`src/rtl/nrdiv_pkg.sv`:
```
// Shared types and sizing for the non-restoring divider slice.
// Holds the default width, FSM states and iteration counter width.
package nrdiv_pkg;

  localparam int NRDIV_WIDTH = 16;
  localparam int NRDIV_CNT_W = $clog2(NRDIV_WIDTH + 1);

  typedef enum logic [2:0] {
    IDLE,
    LOAD,
    ITER,
    CORR,
    WAIT_ACK
  } nrdiv_state_e;

endpackage

```
`src/rtl/nonrestoring_divider_core_if.sv`:
```
// Request/result bundle between the divider and its neighbours.
// master = requester/remainder mux side, slave = divider core.
interface nonrestoring_divider_core_if
  import nrdiv_pkg::*;
#(
  parameter int WIDTH = NRDIV_WIDTH
);

  logic             start;
  logic [WIDTH-1:0] dividend;
  logic [WIDTH-1:0] divisor;
  logic             FLAG;
  logic             busy;
  logic             done;
  logic [WIDTH-1:0] quotient;
  logic [WIDTH-1:0] REG1;
  logic [WIDTH-1:0] REG2;
  logic [WIDTH-1:0] R;
  logic             Enable;
  logic             div0;

  modport master (
    output start, dividend, divisor, FLAG,
    input  busy, done, quotient,
    input  REG1, REG2, R, Enable, div0
  );

  modport slave (
    input  start, dividend, divisor, FLAG,
    output busy, done, quotient,
    output REG1, REG2, R, Enable, div0
  );

endinterface

```
`src/rtl/nrdiv_addsub.sv`:
```
// Partial-remainder adder: y = a - b when sub_i, else a + b.
// Shared by the iteration step and the rem + D candidate.
module nrdiv_addsub #(
  parameter int W = 18
) (
  input  logic [W-1:0] a_i,
  input  logic [W-1:0] b_i,
  input  logic         sub_i,
  output logic [W-1:0] y_o
);

  // one adder, operand inverted for subtract
  always_comb begin
    y_o = sub_i ? (a_i - b_i) : (a_i + b_i);
  end

endmodule

```
`src/rtl/nonrestoring_divider_core.sv`:
```
// Unsigned non-restoring divider; final remainder picked downstream.
// Optional NRDIV_DIV0_DETECT_EN: short-cut and flag divide by zero.
module nonrestoring_divider_core
  import nrdiv_pkg::*;
#(
  parameter int WIDTH = NRDIV_WIDTH
) (
  input logic                        clk,
  input logic                        rst,
  nonrestoring_divider_core_if.slave bus
);

  localparam int RW = WIDTH + 2;
  localparam int CW = $clog2(WIDTH + 1);

  nrdiv_state_e state_q, state_d;

  logic [RW-1:0]    rem_q;
  logic [WIDTH-1:0] q_q;
  logic [WIDTH-1:0] d_q;
  logic [CW-1:0]    cnt_q;
  logic             done_q;

  logic [WIDTH-1:0] quo_q, reg1_q, reg2_q, r_q;
  logic [WIDTH-1:0] quo_c, reg1_c, reg2_c, r_c;
  logic             div0_c;

  logic [RW-1:0] rem_sh;
  logic [RW-1:0] as_a;
  logic [RW-1:0] as_y;
  logic          as_sub;
  logic          in_iter;
  logic          last_it;

  assign in_iter = (state_q == ITER);
  assign last_it = (cnt_q == CW'(WIDTH - 1));
  assign rem_sh  = {rem_q[RW-2:0], q_q[WIDTH-1]};
  assign as_a    = in_iter ? rem_sh : rem_q;
  assign as_sub  = in_iter & ~rem_q[RW-1];

  nrdiv_addsub #(
    .W (RW)
  ) u_addsub (
    .a_i   (as_a),
    .b_i   ({2'b00, d_q}),
    .sub_i (as_sub),
    .y_o   (as_y)
  );

`ifdef NRDIV_DIV0_DETECT_EN
  logic dz_q;
  logic div0_q;
`endif

  // state register
  always_ff @(posedge clk or negedge rst) begin
    if (!rst) state_q <= IDLE;
    else      state_q <= state_d;
  end

  // next-state logic
  always_comb begin
    state_d = state_q;
    unique case (state_q)
      IDLE:     if (bus.start) state_d = LOAD;
`ifdef NRDIV_DIV0_DETECT_EN
      LOAD:     state_d = dz_q ? CORR : ITER;
`else
      LOAD:     state_d = ITER;
`endif
      ITER:     if (last_it) state_d = CORR;
      CORR:     state_d = WAIT_ACK;
      WAIT_ACK: if (bus.FLAG) state_d = IDLE;
      default:  state_d = IDLE;
    endcase
  end

  // result candidates presented while in CORR
  always_comb begin
    quo_c  = q_q;
    reg1_c = rem_q[WIDTH-1:0];
    reg2_c = as_y[WIDTH-1:0];
    r_c    = {rem_q[RW-1], rem_q[WIDTH-2:0]};
    div0_c = 1'b0;
`ifdef NRDIV_DIV0_DETECT_EN
    if (dz_q) begin
      quo_c  = '1;
      reg1_c = q_q;
      reg2_c = q_q;
      r_c    = '0;
      div0_c = 1'b1;
    end
`endif
  end

  // operand capture, iteration and result hold
  always_ff @(posedge clk or negedge rst) begin
    if (!rst) begin
      rem_q  <= '0;
      q_q    <= '0;
      d_q    <= '0;
      cnt_q  <= '0;
      quo_q  <= '0;
      reg1_q <= '0;
      reg2_q <= '0;
      r_q    <= '0;
      done_q <= 1'b0;
    end else begin
      done_q <= (state_q == WAIT_ACK) && bus.FLAG;
      unique case (state_q)
        IDLE: begin
          if (bus.start) begin
            q_q <= bus.dividend;
            d_q <= bus.divisor;
          end
        end
        LOAD: begin
          rem_q <= '0;
          cnt_q <= '0;
        end
        ITER: begin
          rem_q <= as_y;
          q_q   <= {q_q[WIDTH-2:0], ~as_y[RW-1]};
          cnt_q <= cnt_q + 1'b1;
        end
        CORR: begin
          quo_q  <= quo_c;
          reg1_q <= reg1_c;
          reg2_q <= reg2_c;
          r_q    <= r_c;
        end
        default: ;
      endcase
    end
  end

`ifdef NRDIV_DIV0_DETECT_EN
  // zero-divisor tag and sticky flag
  always_ff @(posedge clk or negedge rst) begin
    if (!rst) begin
      dz_q   <= 1'b0;
      div0_q <= 1'b0;
    end else if (state_q == IDLE && bus.start) begin
      dz_q   <= (bus.divisor == '0);
      div0_q <= 1'b0;
    end else if (state_q == CORR) begin
      div0_q <= div0_c;
    end
  end

  assign bus.div0 = (state_q == CORR) ? div0_c : div0_q;
`else
  assign bus.div0 = div0_c;
`endif

  assign bus.busy     = (state_q != IDLE);
  assign bus.done     = done_q;
  assign bus.Enable   = (state_q == CORR);
  assign bus.quotient = (state_q == CORR) ? quo_c  : quo_q;
  assign bus.REG1     = (state_q == CORR) ? reg1_c : reg1_q;
  assign bus.REG2     = (state_q == CORR) ? reg2_c : reg2_q;
  assign bus.R        = (state_q == CORR) ? r_c    : r_q;

endmodule
```
`src/flat_wrapper.sv`:
```
// flat-port wrapper written by rule: the top's interface ports become plain ports
module nonrestoring_divider_core_flat import nrdiv_pkg::*;
#(
  parameter int WIDTH = NRDIV_WIDTH
)
  (clk, rst, bus_start, bus_dividend, bus_divisor, bus_FLAG, bus_busy, bus_done, bus_quotient, bus_REG1, bus_REG2, bus_R, bus_Enable, bus_div0);
  nonrestoring_divider_core_if #(.WIDTH(WIDTH)) bus_i ();
  input logic clk;
  input logic rst;
  input wire logic [$bits(bus_i.start)-1:0] bus_start;
  input wire logic [$bits(bus_i.dividend)-1:0] bus_dividend;
  input wire logic [$bits(bus_i.divisor)-1:0] bus_divisor;
  input wire logic [$bits(bus_i.FLAG)-1:0] bus_FLAG;
  output wire logic [$bits(bus_i.busy)-1:0] bus_busy;
  output wire logic [$bits(bus_i.done)-1:0] bus_done;
  output wire logic [$bits(bus_i.quotient)-1:0] bus_quotient;
  output wire logic [$bits(bus_i.REG1)-1:0] bus_REG1;
  output wire logic [$bits(bus_i.REG2)-1:0] bus_REG2;
  output wire logic [$bits(bus_i.R)-1:0] bus_R;
  output wire logic [$bits(bus_i.Enable)-1:0] bus_Enable;
  output wire logic [$bits(bus_i.div0)-1:0] bus_div0;
  assign bus_i.start = bus_start;
  assign bus_i.dividend = bus_dividend;
  assign bus_i.divisor = bus_divisor;
  assign bus_i.FLAG = bus_FLAG;
  assign bus_busy = bus_i.busy;
  assign bus_done = bus_i.done;
  assign bus_quotient = bus_i.quotient;
  assign bus_REG1 = bus_i.REG1;
  assign bus_REG2 = bus_i.REG2;
  assign bus_R = bus_i.R;
  assign bus_Enable = bus_i.Enable;
  assign bus_div0 = bus_i.div0;
  nonrestoring_divider_core #(.WIDTH(WIDTH)) u_core (.clk(clk), .rst(rst), .bus(bus_i));
endmodule
```
`config.mk`:
```
export PLATFORM = sky130hd
export DESIGN_NAME = nonrestoring_divider_core_flat
export DESIGN_NICKNAME = d
export VERILOG_FILES = /design/src/rtl/nrdiv_pkg.sv /design/src/rtl/nonrestoring_divider_core_if.sv /design/src/rtl/nrdiv_addsub.sv /design/src/rtl/nonrestoring_divider_core.sv /design/src/flat_wrapper.sv
export SDC_FILE = /design/constraint.sdc
export NUM_CORES = 1
export LEC_CHECK = 0
export CORE_MARGIN = 2
export CORE_UTILIZATION = 35
export DETAILED_ROUTE_END_ITERATION = 8
export SLEW_MARGIN = 25
export SYNTH_ARGS = -nofsm -noshare
export SYNTH_HDL_FRONTEND = slang
export SYNTH_HIERARCHICAL = 1
export SYNTH_SLANG_ARGS = --single-unit
```
`constraint.sdc`:
```
create_clock -name clk -period 14.16 [get_ports clk]
set_input_delay 2.832 -clock clk [delete_from_list [all_inputs] [get_ports clk]]
set_output_delay 2.832 -clock clk [all_outputs]
set_load 0.02 [all_outputs]
```
=== Word-level counts from Yosys, hierarchy flattened ===
Cells that the tools add are included.

* Register bits after elaboration: 123
* Word-level logic and storage cells: 46
* Output and inout port bits: 68
* Input bits: 36

* Bitwise logic cells: 3
* Muxes and demuxes: 14
* Reduce and logical (&&, ||, !) cells: 8
* Equality and inequality tests: 8
* Add/sub/neg operators: 3

{| class="wikitable"
|+ Operators by type and width
! operator !! number
|-
| 2-to-1 mux 16 bit || 5
|-
| 2-to-1 mux 18 bit || 2
|-
| case mux 18 bit (2 select lines) || 1
|-
| case mux 16 bit (2 select lines) || 1
|-
| adder 18 x 16 -> 18 bit || 1
|-
| subtractor 18 x 16 -> 18 bit || 1
|-
| case mux 3 bit (5 select lines) || 1
|-
| case mux 5 bit (2 select lines) || 1
|-
| 2-to-1 mux 3 bit || 3
|-
| == test 3 x 2 -> 1 bit (second input constant) || 2
|-
| != test 2 bit (second input constant) || 3
|-
| adder 5 x 1 -> 5 bit (second input constant) || 1
|-
| == test 5 x 4 -> 1 bit (second input constant) || 1
|-
| AND reduction 2 bit || 2
|-
| nonzero test 2 bit || 2
|-
| == test 3 x 1 -> 1 bit (second input constant) || 1
|-
| == test 3 bit (second input constant) || 1
|-
| zero test 3 bit || 1
|-
| AND reduction 3 bit || 1
|-
| nonzero test 3 bit || 1
|-
| NOT 1 bit || 2
|-
| bitwise AND 1 bit || 1
|-
| logical AND 1 bit || 1
|}

=== Depth between registers and ports, before layout ===
* Word-level depth: 6
* Gate-level depth with buffers: 19
* Depth with buffers taken out: 15

=== By module ===
Netlist, hierarchy kept.

{| class="wikitable"
|+ By module, submodules not included
! module !! cells each !! seq. area each (µm²) !! times used !! area each (µm²)
|-
| nonrestoring_divider_core || 376 || 3078.0 || 1 || 5047.3
|-
| nrdiv_addsub || 155 || 0.0 || 1 || 1126.1
|}

=== Worst setup path before layout ===
OpenSTA, ideal clock, no wires.

* Path type: register -> output
* Start point: register u_core.state_q[1]
* End point: output bus_REG2[13]
* Arrival time: 3956 ps
* Slack: 7372 ps
* Required time: 11328 ps
* Buffers on the path: 5
* Stages on the path, launching flop included: 17
* Cell sequence: dfrtp_1 > buf_4 > or3b_1 > buf_6 > buf_2 > nor2_1 > clkbuf_1 > clkbuf_1 > mux2i_1 > ha_1 > nor2b_1 > o21a_1 > a311o_1 > a21oi_1 > o21ai_0 > xor2_1 > mux2_1

{| class="wikitable"
|+ RTL lines
! what !! RTL line !! source
|-
| start, declared || nonrestoring_divider_core.sv:16 || <nowiki>nrdiv_state_e state_q, state_d;</nowiki>
|-
| start signal, assigned || nonrestoring_divider_core.sv:58 || <nowiki>else state_q <= state_d;</nowiki>
|-
| == test 3 x 2 -> 1 bit || nonrestoring_divider_core.sv:35 || <nowiki>assign in_iter = (state_q == ITER);</nowiki>
|-
| bitwise AND 1 bit || nonrestoring_divider_core.sv:39 || <nowiki>assign as_sub = in_iter & ~rem_q[RW-1];</nowiki>
|-
| net u_core.as_sub || nonrestoring_divider_core.sv:31 || <nowiki>logic as_sub;</nowiki>
|-
| 2-to-1 mux 18 bit || nrdiv_addsub.sv:14 || <nowiki>y_o = sub_i ? (a_i - b_i) : (a_i + b_i);</nowiki>
|-
| net u_core.as_y[13] || nonrestoring_divider_core.sv:30 || <nowiki>logic [RW-1:0] as_y;</nowiki>
|-
| 2-to-1 mux 16 bit || nonrestoring_divider_core.sv:161 || <nowiki>assign bus.REG2 = (state_q == CORR) ? reg2_c : reg2_q;</nowiki>
|-
| end, declared || flat_wrapper.sv:18 || <nowiki>output wire logic [$bits(bus_i.REG2)-1:0] bus_REG2;</nowiki>
|}

The timed path passes the listed nets, and every way through them passes these cells.

=== Worst setup path after layout ===
* Start point: register u_core.state_q[0]
* End point: output bus_REG2[13]

The elaborated chain is that of the path after synthesis.

==> out/metrics.cfg <==
[status]
status = complete, no violations

[drt]
route.detailed.wl_per_inst_microns = 16.61
via_per_inst = 5.059
drt_iter0_drc = 222
vias = 4396
wl_mm = 14.44
drc_errors = 0
drtAntennaViolNets = 0
first_pass_iters = 5

[grt]
grt_pass1_wl_mm = 23.75
antenna_found_initial = 0
track_usage_pct = 16.62
gr-total-overflow = 0
grt_max_degree = 72
grt_pass1_vias = 4543

[cts]
cts_setup_buffers = 0
cts_tree = yes
clkLatencyLatePin_ps = 420
ctsHoldBuffers = 0
post_cts_resized = 0
clockBufferDepth = 2
root_buffer = clkbuf_16
cts_made_buffers = 17
clk_pin_slew_ps = 60
htreeDepth = 4
cts.sinks = 123

[sta]
drv_slew = 0
fin_crit_ps = 7806
fmax_mhz = 128.1
clock_skew_ps = 7.261
max-slew-margin-rel_pct = 39.53
setup_viol = 0
worst_pin_slew_ps = 907.1
finalHoldViolCount = 0
rsz0062_at_grt = no
timing.final.crit_share_pct = 55.13
finalSetupTns_ps = 0

[worst_setup_path]
worst_setup_path_end_kind = output port
required_ps = 11330
cpPeakStageDelay_ps = 550
cp.arrival_ps = 4970
startpoint_type = flop
path_delay_family = compound AO/OA/AOI/OAI gates
cp_slowest_cell = dfrtp_1
critPathMaxFanout = 17
critical_path_class = reg2out
path_cells = or3b_1 > nor2_2 > mux2i_1 > ha_1 > nor2b_1 > o21a_1 > a311o_1 > a21oi_1 > o21ai_0 > xor2_1 > mux2_1 > clkdlybuf4s50_1
worstPathBufferInverterCount = 1

[synth]
synth_area_sq_um = 6173
yosys_warnings = 6
ys_seq_area_share_pct = 49.86
ys_seq_elements = 123
ys_async_sr_fraction_pct = 100.0
yosys.area_share.simple_pct = 9.688
synth_edf_count = 0
yosysMostFrequentCell = dfrtp_1
netlist.top_cell.by_area = dfrtp_1
yosys-top-cells-count = dfrtp_1, nand2_1, mux2_2, mux2_1, xnor2_1
synth_top_cell_area_share_pct = 49.86
synth_compound_area_share_pct = 12.75
synth_top_family_by_area = multiplexers
synthMuxAreaShare_pct = 14.73
synth_ff_type = dfrtp_1
ys_types = 56
postSynthCellCount = 531
yosys-top-cells-area = dfrtp_1, mux2_2, mux2_1
syn_avg_cell_area_sq_um = 11.63
synthXorXnorAreaFrac_pct = 4.824
synthAdderAreaFrac_pct = 4.378

[floorplan]
dieArea_sq_um = 18720
rows = 48
die_w_microns = 136.8
die_height_microns = 136.8
start_util_pct = 35.69
io_pins = 104
core_sq_um = 17300

[place]
dp_hpwl_mm = 10.20
routabilityCongestion = 0.8633
io_buffers = 102

[min_path]
hp-class = reg2reg

[cells_and_area]
diodes = 0
synthToLayoutAreaGrowth_pct = 29.23
drive_above_1_share_pct = 15.84
fin_nets = 688

[job]
drv_cap = 0

## final cells by class
type	instances	area, sq um
Fill cell	1590	9319
Sequential cell	123	3078
Multi-Input combinational cell	368	2900
Timing Repair Buffer	107	1056
Clock buffer	18	439.2
Tap cell	225	281.5
Clock inverter	14	170.2
Inverter	14	52.55
## final timing paths
check / from / to / slack (ps) / depth (start not counted)
worst max register to register: u_core/state_q[0]$_DFFE_PN0P_ / u_core/q_q[0]$_DFFE_PN0P_ / 9980 / 12
max in group asynchronous: rst / u_core/rem_q[10]$_DFFE_PN0P_ / 10300 / 2
worst max-delay path: u_core/state_q[0]$_DFFE_PN0P_ / bus_REG2[13] / 6350 / 12
worst min-delay path: u_core/reg2_q[13]$_DFF_PN0_ / u_core/reg2_q[13]$_DFF_PN0_ / 480 / 1
min in group asynchronous: rst / u_core/quo_q[3]$_DFF_PN0_ / 2450 / 1
worst min register to register: u_core/reg2_q[13]$_DFF_PN0_ / u_core/reg2_q[13]$_DFF_PN0_ / 480 / 1
## kinds of logic after synthesis
logic type      Yosys count
compound gates          104
xor+xnor                 34
fa+ha+maj                21
buf+inv                  43
flops                   123
mux                      81
other cells               1
simple gates            124
## metrics by stage
step	hold slack (ps)	instances	utilization (%)	setup WS, ps	instance area, sq um
global route	507.5	869	46.12	6038	7978
finish	483.2	869	46.12	6354	7978
floorplan	476.2	534	-	7372	6185
detailed placement	476.3	837	42.55	6488	7360
CTS	490.0	869	46.07	6004	7969
global placement	473.6	837	42.55	6684	7360
## state kept, by name, indices dropped and copies added (netlist names), 3 cells and up
register        flops
u_core/d_q         16
u_core/reg1_q      16
u_core/reg2_q      16
u_core/r_q         16
u_core/quo_q       16
u_core/cnt_q        5
u_core/state_q      3
u_core/rem_q       18
u_core/q_q         16
## placed cells by master, fill, tap and decap left out, drive strengths merged, types with 3 or more instances in the layout
cell,n
a21o,9
a21oi,18
a22o,18
a31oi,8
and3,4
buf,6
bufinv,3
clkbuf,18
clkdlybuf4s50,101
clkinv,6
clkinvlp,4
conb,4
dfrtp,123
ha,20
inv,15
mux2,79
nand2,59
nand2b,15
nand4,3
nor2,15
nor2b,4
nor3,7
nor3b,3
nor4,3
o21ai,16
o21bai,3
o221a,14
xnor2,26
xor2,8
## routing by layer
| layer | global-route usage, % | vias up | part of all wire [%] |
|---|---|---|---|
| met5 | 0 | - | 0 |
| met4 | 6.071 | 0 | 1.3 |
| met3 | 3.741 | 15 | 3.2 |
| met2 | 26.25 | 79 | 47 |
| met1 | 22.41 | 2197 | 48 |
| li1 | - | 2105 | - |
Power is left out: the tool's default activity adds up to more than one toggle a clock period on the data nets, which glitch-free logic cannot reach.
